==> src/rtl/mole_spawner.sv <==
// Whack-a-mole game sequencer: LFSR-driven one-hot mole placement, visible/gap
// timing, hit/miss scoring and a window that shrinks after every hit.
module mole_spawner #(
    parameter int unsigned TICKS_UP   = 50_000_000,
    parameter int unsigned TICKS_GAP  = 25_000_000,
    parameter int unsigned MIN_UP     = 10_000_000,
    parameter int unsigned UP_STEP    = 2_000_000,
    parameter int unsigned MAX_MISSES = 5,
    parameter logic [15:0] LFSR_SEED  = 16'hACE1
) (
    input  logic        clock_i,
    input  logic        reset_i,
    input  logic        start_i,
    input  logic        whacked_i,
    output logic [15:0] mole_o,
    output logic [7:0]  hit_count_o,
    output logic [7:0]  miss_count_o,
    output logic        game_over_o
);

    localparam int unsigned TMAX = (TICKS_UP > TICKS_GAP) ? TICKS_UP : TICKS_GAP;
    localparam int          TW   = $clog2(TMAX + 1);

    localparam logic [TW-1:0] GAP_RELOAD    = TW'(TICKS_GAP - 1);
    localparam logic [TW-1:0] UP_INIT       = TW'(TICKS_UP);
    localparam logic [TW-1:0] MIN_UP_T      = TW'(MIN_UP);
    localparam logic [TW-1:0] UP_STEP_T     = TW'(UP_STEP);
    localparam logic [32:0]   SPEEDUP_FLOOR = 33'(MIN_UP) + 33'(UP_STEP);
    localparam logic [7:0]    MISS_LIMIT    = 8'(MAX_MISSES);

    localparam logic [1:0] S_IDLE = 2'd0;
    localparam logic [1:0] S_GAP  = 2'd1;
    localparam logic [1:0] S_UP   = 2'd2;
    localparam logic [1:0] S_OVER = 2'd3;

    logic [1:0]    state_q,    state_d;
    logic [TW-1:0] timer_q,    timer_d;
    logic [TW-1:0] cur_up_q,   cur_up_d;
    logic [15:0]   lfsr_q,     lfsr_d;
    logic [3:0]    prev_idx_q, prev_idx_d;
    logic [15:0]   mole_q,     mole_d;
    logic [7:0]    hit_q,      hit_d;
    logic [7:0]    miss_q,     miss_d;
    logic          over_q,     over_d;

    logic [3:0]    idx_raw_s;
    logic [3:0]    idx_pick_s;
    logic [7:0]    miss_inc_s;

    // Hole selection: bump the index by one (mod 16) so a hole never repeats back-to-back
    always_comb begin
        idx_raw_s  = lfsr_q[3:0];
        miss_inc_s = miss_q + 8'd1;
        if (idx_raw_s == prev_idx_q) begin
            idx_pick_s = idx_raw_s + 4'd1;
        end else begin
            idx_pick_s = idx_raw_s;
        end
    end

    // Next-state logic for the round sequencer and the free-running LFSR
    always_comb begin
        lfsr_d     = {lfsr_q[14:0], lfsr_q[15] ^ lfsr_q[13] ^ lfsr_q[12] ^ lfsr_q[10]};
        state_d    = state_q;
        timer_d    = timer_q;
        cur_up_d   = cur_up_q;
        prev_idx_d = prev_idx_q;
        mole_d     = mole_q;
        hit_d      = hit_q;
        miss_d     = miss_q;
        over_d     = over_q;

        case (state_q)
            S_IDLE, S_OVER: begin
                mole_d = 16'h0000;
                if (start_i) begin
                    state_d  = S_GAP;
                    timer_d  = GAP_RELOAD;
                    cur_up_d = UP_INIT;
                    hit_d    = 8'd0;
                    miss_d   = 8'd0;
                    over_d   = 1'b0;
                end else begin
                    over_d   = (state_q == S_OVER);
                end
            end
            S_GAP: begin
                mole_d = 16'h0000;
                if (timer_q != '0) begin
                    timer_d = timer_q - 1'b1;
                end else begin
                    mole_d     = 16'h0001 << idx_pick_s;
                    prev_idx_d = idx_pick_s;
                    timer_d    = cur_up_q - 1'b1;
                    state_d    = S_UP;
                end
            end
            S_UP: begin
                if (whacked_i) begin
                    // A whack beats a simultaneous timeout
                    if (hit_q != 8'hFF) begin
                        hit_d = hit_q + 8'd1;
                    end else begin
                        hit_d = hit_q;
                    end
                    if (33'(cur_up_q) >= SPEEDUP_FLOOR) begin
                        cur_up_d = cur_up_q - UP_STEP_T;
                    end else begin
                        cur_up_d = MIN_UP_T;
                    end
                    mole_d  = 16'h0000;
                    timer_d = GAP_RELOAD;
                    state_d = S_GAP;
                end else if (timer_q == '0) begin
                    miss_d = miss_inc_s;
                    mole_d = 16'h0000;
                    if (miss_inc_s == MISS_LIMIT) begin
                        state_d = S_OVER;
                        over_d  = 1'b1;
                    end else begin
                        timer_d = GAP_RELOAD;
                        state_d = S_GAP;
                    end
                end else begin
                    timer_d = timer_q - 1'b1;
                end
            end
            default: begin
                state_d = S_IDLE;
                mole_d  = 16'h0000;
                over_d  = 1'b0;
            end
        endcase
    end

    // State and output registers with synchronous reset
    always_ff @(posedge clock_i) begin
        if (reset_i) begin
            state_q    <= S_IDLE;
            timer_q    <= '0;
            cur_up_q   <= UP_INIT;
            lfsr_q     <= LFSR_SEED;
            prev_idx_q <= 4'd0;
            mole_q     <= 16'h0000;
            hit_q      <= 8'd0;
            miss_q     <= 8'd0;
            over_q     <= 1'b0;
        end else begin
            state_q    <= state_d;
            timer_q    <= timer_d;
            cur_up_q   <= cur_up_d;
            lfsr_q     <= lfsr_d;
            prev_idx_q <= prev_idx_d;
            mole_q     <= mole_d;
            hit_q      <= hit_d;
            miss_q     <= miss_d;
            over_q     <= over_d;
        end
    end

    assign mole_o       = mole_q;
    assign hit_count_o  = hit_q;
    assign miss_count_o = miss_q;
    assign game_over_o  = over_q;

endmodule

==> config.mk <==
export PLATFORM = sky130hd
export DESIGN_NAME = mole_spawner
export DESIGN_NICKNAME = d
export VERILOG_FILES = /design/src/rtl/mole_spawner.sv
export SDC_FILE = /design/constraint.sdc
export NUM_CORES = 1
export LEC_CHECK = 0
export CAP_MARGIN = 20
export CORE_ASPECT_RATIO = 0.5
export CORE_UTILIZATION = 45
export CTS_CLUSTER_DIAMETER = 150
export CTS_CLUSTER_SIZE = 24
export DETAILED_ROUTE_END_ITERATION = 10
export PLACE_DENSITY = 0.66
export SLEW_MARGIN = 20
export SYNTH_ARGS = -nofsm -noshare
export SYNTH_HDL_FRONTEND = slang
export SYNTH_SLANG_ARGS = --single-unit
==> constraint.sdc <==
create_clock -name clock_i -period 2.4 [get_ports clock_i]
set_input_delay 0.72 -clock clock_i [delete_from_list [all_inputs] [get_ports clock_i]]
set_output_delay 0.72 -clock clock_i [all_outputs]
set_load 0.02 [all_outputs]
==> flow_summary.yaml <==
run_status:
  status: "complete, no violations"
layout:
  utilization_pct: 60.69
  final_cell_mix: "dfxtp_1 (98), buf_4 (96), nor2_1 (80)"
  fin_nets: 835
  drive_gt1_share_pct: 20.51
  syn_to_final_growth_pct: 28.13
  layout_commonest_cell: "dfxtp_1"
  antenna_cells: 0
logic_synthesis:
  avgSynthCellArea_um2: 7.974
  yosysTopAreaCellShare_pct: 34.97
  ys_ff_latch: 100
  yosysTopAreaCell: "dfxtp_1"
  synth_cell_types: 72
  synth_nets: 734
  netlist_instances: 718
  synth_area_leaders: "dfxtp_1 (35%), nor2_1 (5.3%), xnor2_1 (5.2%)"
  netlist_area_um2: 5725
  synth_edf_count: 0
  yosysSeqAreaShare_pct: 34.97
  ys_warn_count: 0
  synth_ff_type: "dfxtp_1"
  synthArstFlopShare_pct: 0
min_path:
  hold_depth: 1
  holdPathEnd: "lfsr_q[15]"
  hp-class: "reg -> reg"
  min_from: "lfsr_q[14]"
grt:
  grt_pass1_wl_um: 26580
  antenna_found_initial: 0
  grt_overflow_total: 0
  grt_usage_pct: 25.52
  grt_max_degree: 36
  first_global_vias: 5296
clock_tree:
  cts.sink_count: 100
  cts_max_path_buffers: 2
  cts_tree: "built"
  ctsHoldBuffers: 0
  htreeDepth: 3
  cts-root-buf: "clkbuf_16"
  cts_buffers: 9
  cts.reportedPaths.clkPinSlew_ns: 0.08
  clkLatencyLatePin_ns: 0.36
timing:
  fmax_mhz: 438.2
  setup_tns_ns: 0
  relSlewSlack_pct: 60.52
  finalMaxSlewViolations: 0
  fin_skew_ns: 0.008792
  finalCriticalPeriod_ns: 2.282
  period_share_pct: 95.09
  final-hold-violation-count: 0
  rsz0062_at_grt: "true"
  setup_slack_ns: 0.1179
  worst_slew_pin_slew_ns: 0.5860
  finalSetupViolations: 0
power_and_ir_drop:
  p_sw_share_pct: 33.99
  seq_power_share_pct: 39.9
  p_leak_nw: 2.630
  intPower_mw: 3.034
  switchingPower_mw: 1.562
  ir_drop_mv: 0.3444
  p_clk_share_pct: 32.4
  combinationalPowerShare_pct: 27.7
  power_density_nw_per_um2: 626.6
setup_path:
  rr_startpoint: "miss_count_o[0]"
  rrSetupSlack_ns: 0.12
  path_max_fanout: 9
  r2r-end: "timer_q[0]"
  crit_path_end_kind: "flop"
  path_class: "reg -> reg"
  rr_worst_depth: 9
  cp.required_ns: 2.67
  crit_start: "miss_count_o[0]"
  cp.arrival_ns: 2.55
  critPathLaunchType: "flop"
place:
  port_buffers: 36
  routabilityCongestion: 0.9004
  dp_slack_ns: -0.1353
  place_hpwl_um: 12020
drt:
  avgViaCountPerCell: 5.898
  ant_nets: 0
  drc: 0
  drtIter0Drc: 431
  drt_pass1_iterations: 5
  wirelength_um: 16760
  vias: 5833
  wl_per_cell_um: 16.95
floorplan:
  die_h_um: 81.76
  core_um2: 12090
  std_cell_rows: 28
  dieWidth_um: 161.5
  initial_core_util_pct: 47.37
  die-area_um2: 13210
  ios: 37
job:
  drv_cap: 0
## cell usage after synthesis (all sizes together), types with 17 or more instances
cell type / instances
dfxtp: 100
nor2: 82
nand2: 49
o21ai: 37
clkbuf: 36
inv: 35
nor3: 35
xnor2: 34
a21oi: 32
nand3: 28
nand4: 21
a22oi: 17
## worst max-delay path by stage
stage                                  to  slack (ns)
after floorplan               timer_q[22]        0.03
after global placement     hit_count_o[6]       -0.11
after detailed placement   hit_count_o[5]       -0.14
after CTS                      timer_q[0]       0.001
after global routing      miss_count_o[7]       -0.01
final                          timer_q[0]        0.12
## kinds of logic (layout without fill, tap and decap cells)
kind of cell	Yosys count	count (layout)	synth area share [%]
and+or+nand+nor	302	302	27.54
AOI/OAI and AO/OA	176	176	21.55
DFF	100	100	34.97
buffers and inverters	78	184	5.529
xor gates and xnor gates	45	45	6.884
adders and majority gates	12	12	2.622
muxes	5	5	0.9178
## repair_timing
item	4_1_cts	5_1_grt
buffers inserted	0	5
pin swaps	1	6
gates resized for setup	3	32
setup endpoints to repair	13	32
## per-stage QoR
step / total power, mW / hold slack [ns] / cell area [um2] / instances
floorplan: 2.611 / 0.3895 / 5742 / 718
global placement: 3.052 / 0.3917 / 6837 / 970
detailed placement: 3.066 / 0.3938 / 6837 / 970
CTS: 4.550 / 0.4133 / 7147 / 986
global route: 4.797 / 0.4217 / 7336 / 989
finish: 4.597 / 0.4121 / 7336 / 989
## power by group through the flow
stage | Clock, mW | Sequential, mW | Combinational (mW)
3_5_place_dp | 0 | 1.87 | 1.20
5_1_grt | 1.57 | 1.85 | 1.38
4_1_cts | 1.51 | 1.83 | 1.21
3_3_place_gp | 0 | 1.87 | 1.18
6_report | 1.49 | 1.83 | 1.27
2_1_floorplan | 0 | 1.85 | 0.756
## per-layer routing
layer / GRT usage, % / up-vias / wire length, um
li1: - / 2826 / -
met1: 34.30 / 2786 / 8063
met2: 41.29 / 202 / 7342
met3: 6.263 / 19 / 1209
met4: 6.509 / 0 / 148
met5: 0 / - / 0
## cell type report
class | instances | area, um2
fill | 1111 | 4751
multi-input combinational | 540 | 3592
sequential | 100 | 2007
timing repair buffer | 133 | 1096
clock buffer | 9 | 225.2
tap | 165 | 206.4
inverter | 35 | 131.4
clock inverter | 7 | 77.57
## critical path, stage by stage, from the launching register on
cell and delay (ns):
dfxtp_4 0.36, inv_1 0.05, ha_1 0.13, or3b_4 0.40, nor4b_4 0.27, a21oi_4 0.08, nor4_4 0.37, buf_4 0.20
nor2_4 0.08, a221oi_2 0.25
## registers in the layout (all words and copies together) (netlist names)
signal / flops
cur_up_q: 19
game_over_o: 1
hit_count_o: 8
lfsr_q: 16
miss_count_o: 8
mole_o: 16
prev_idx_q: 4
state_q: 2
timer_q: 26
Power figures use the tool's default switching activity.
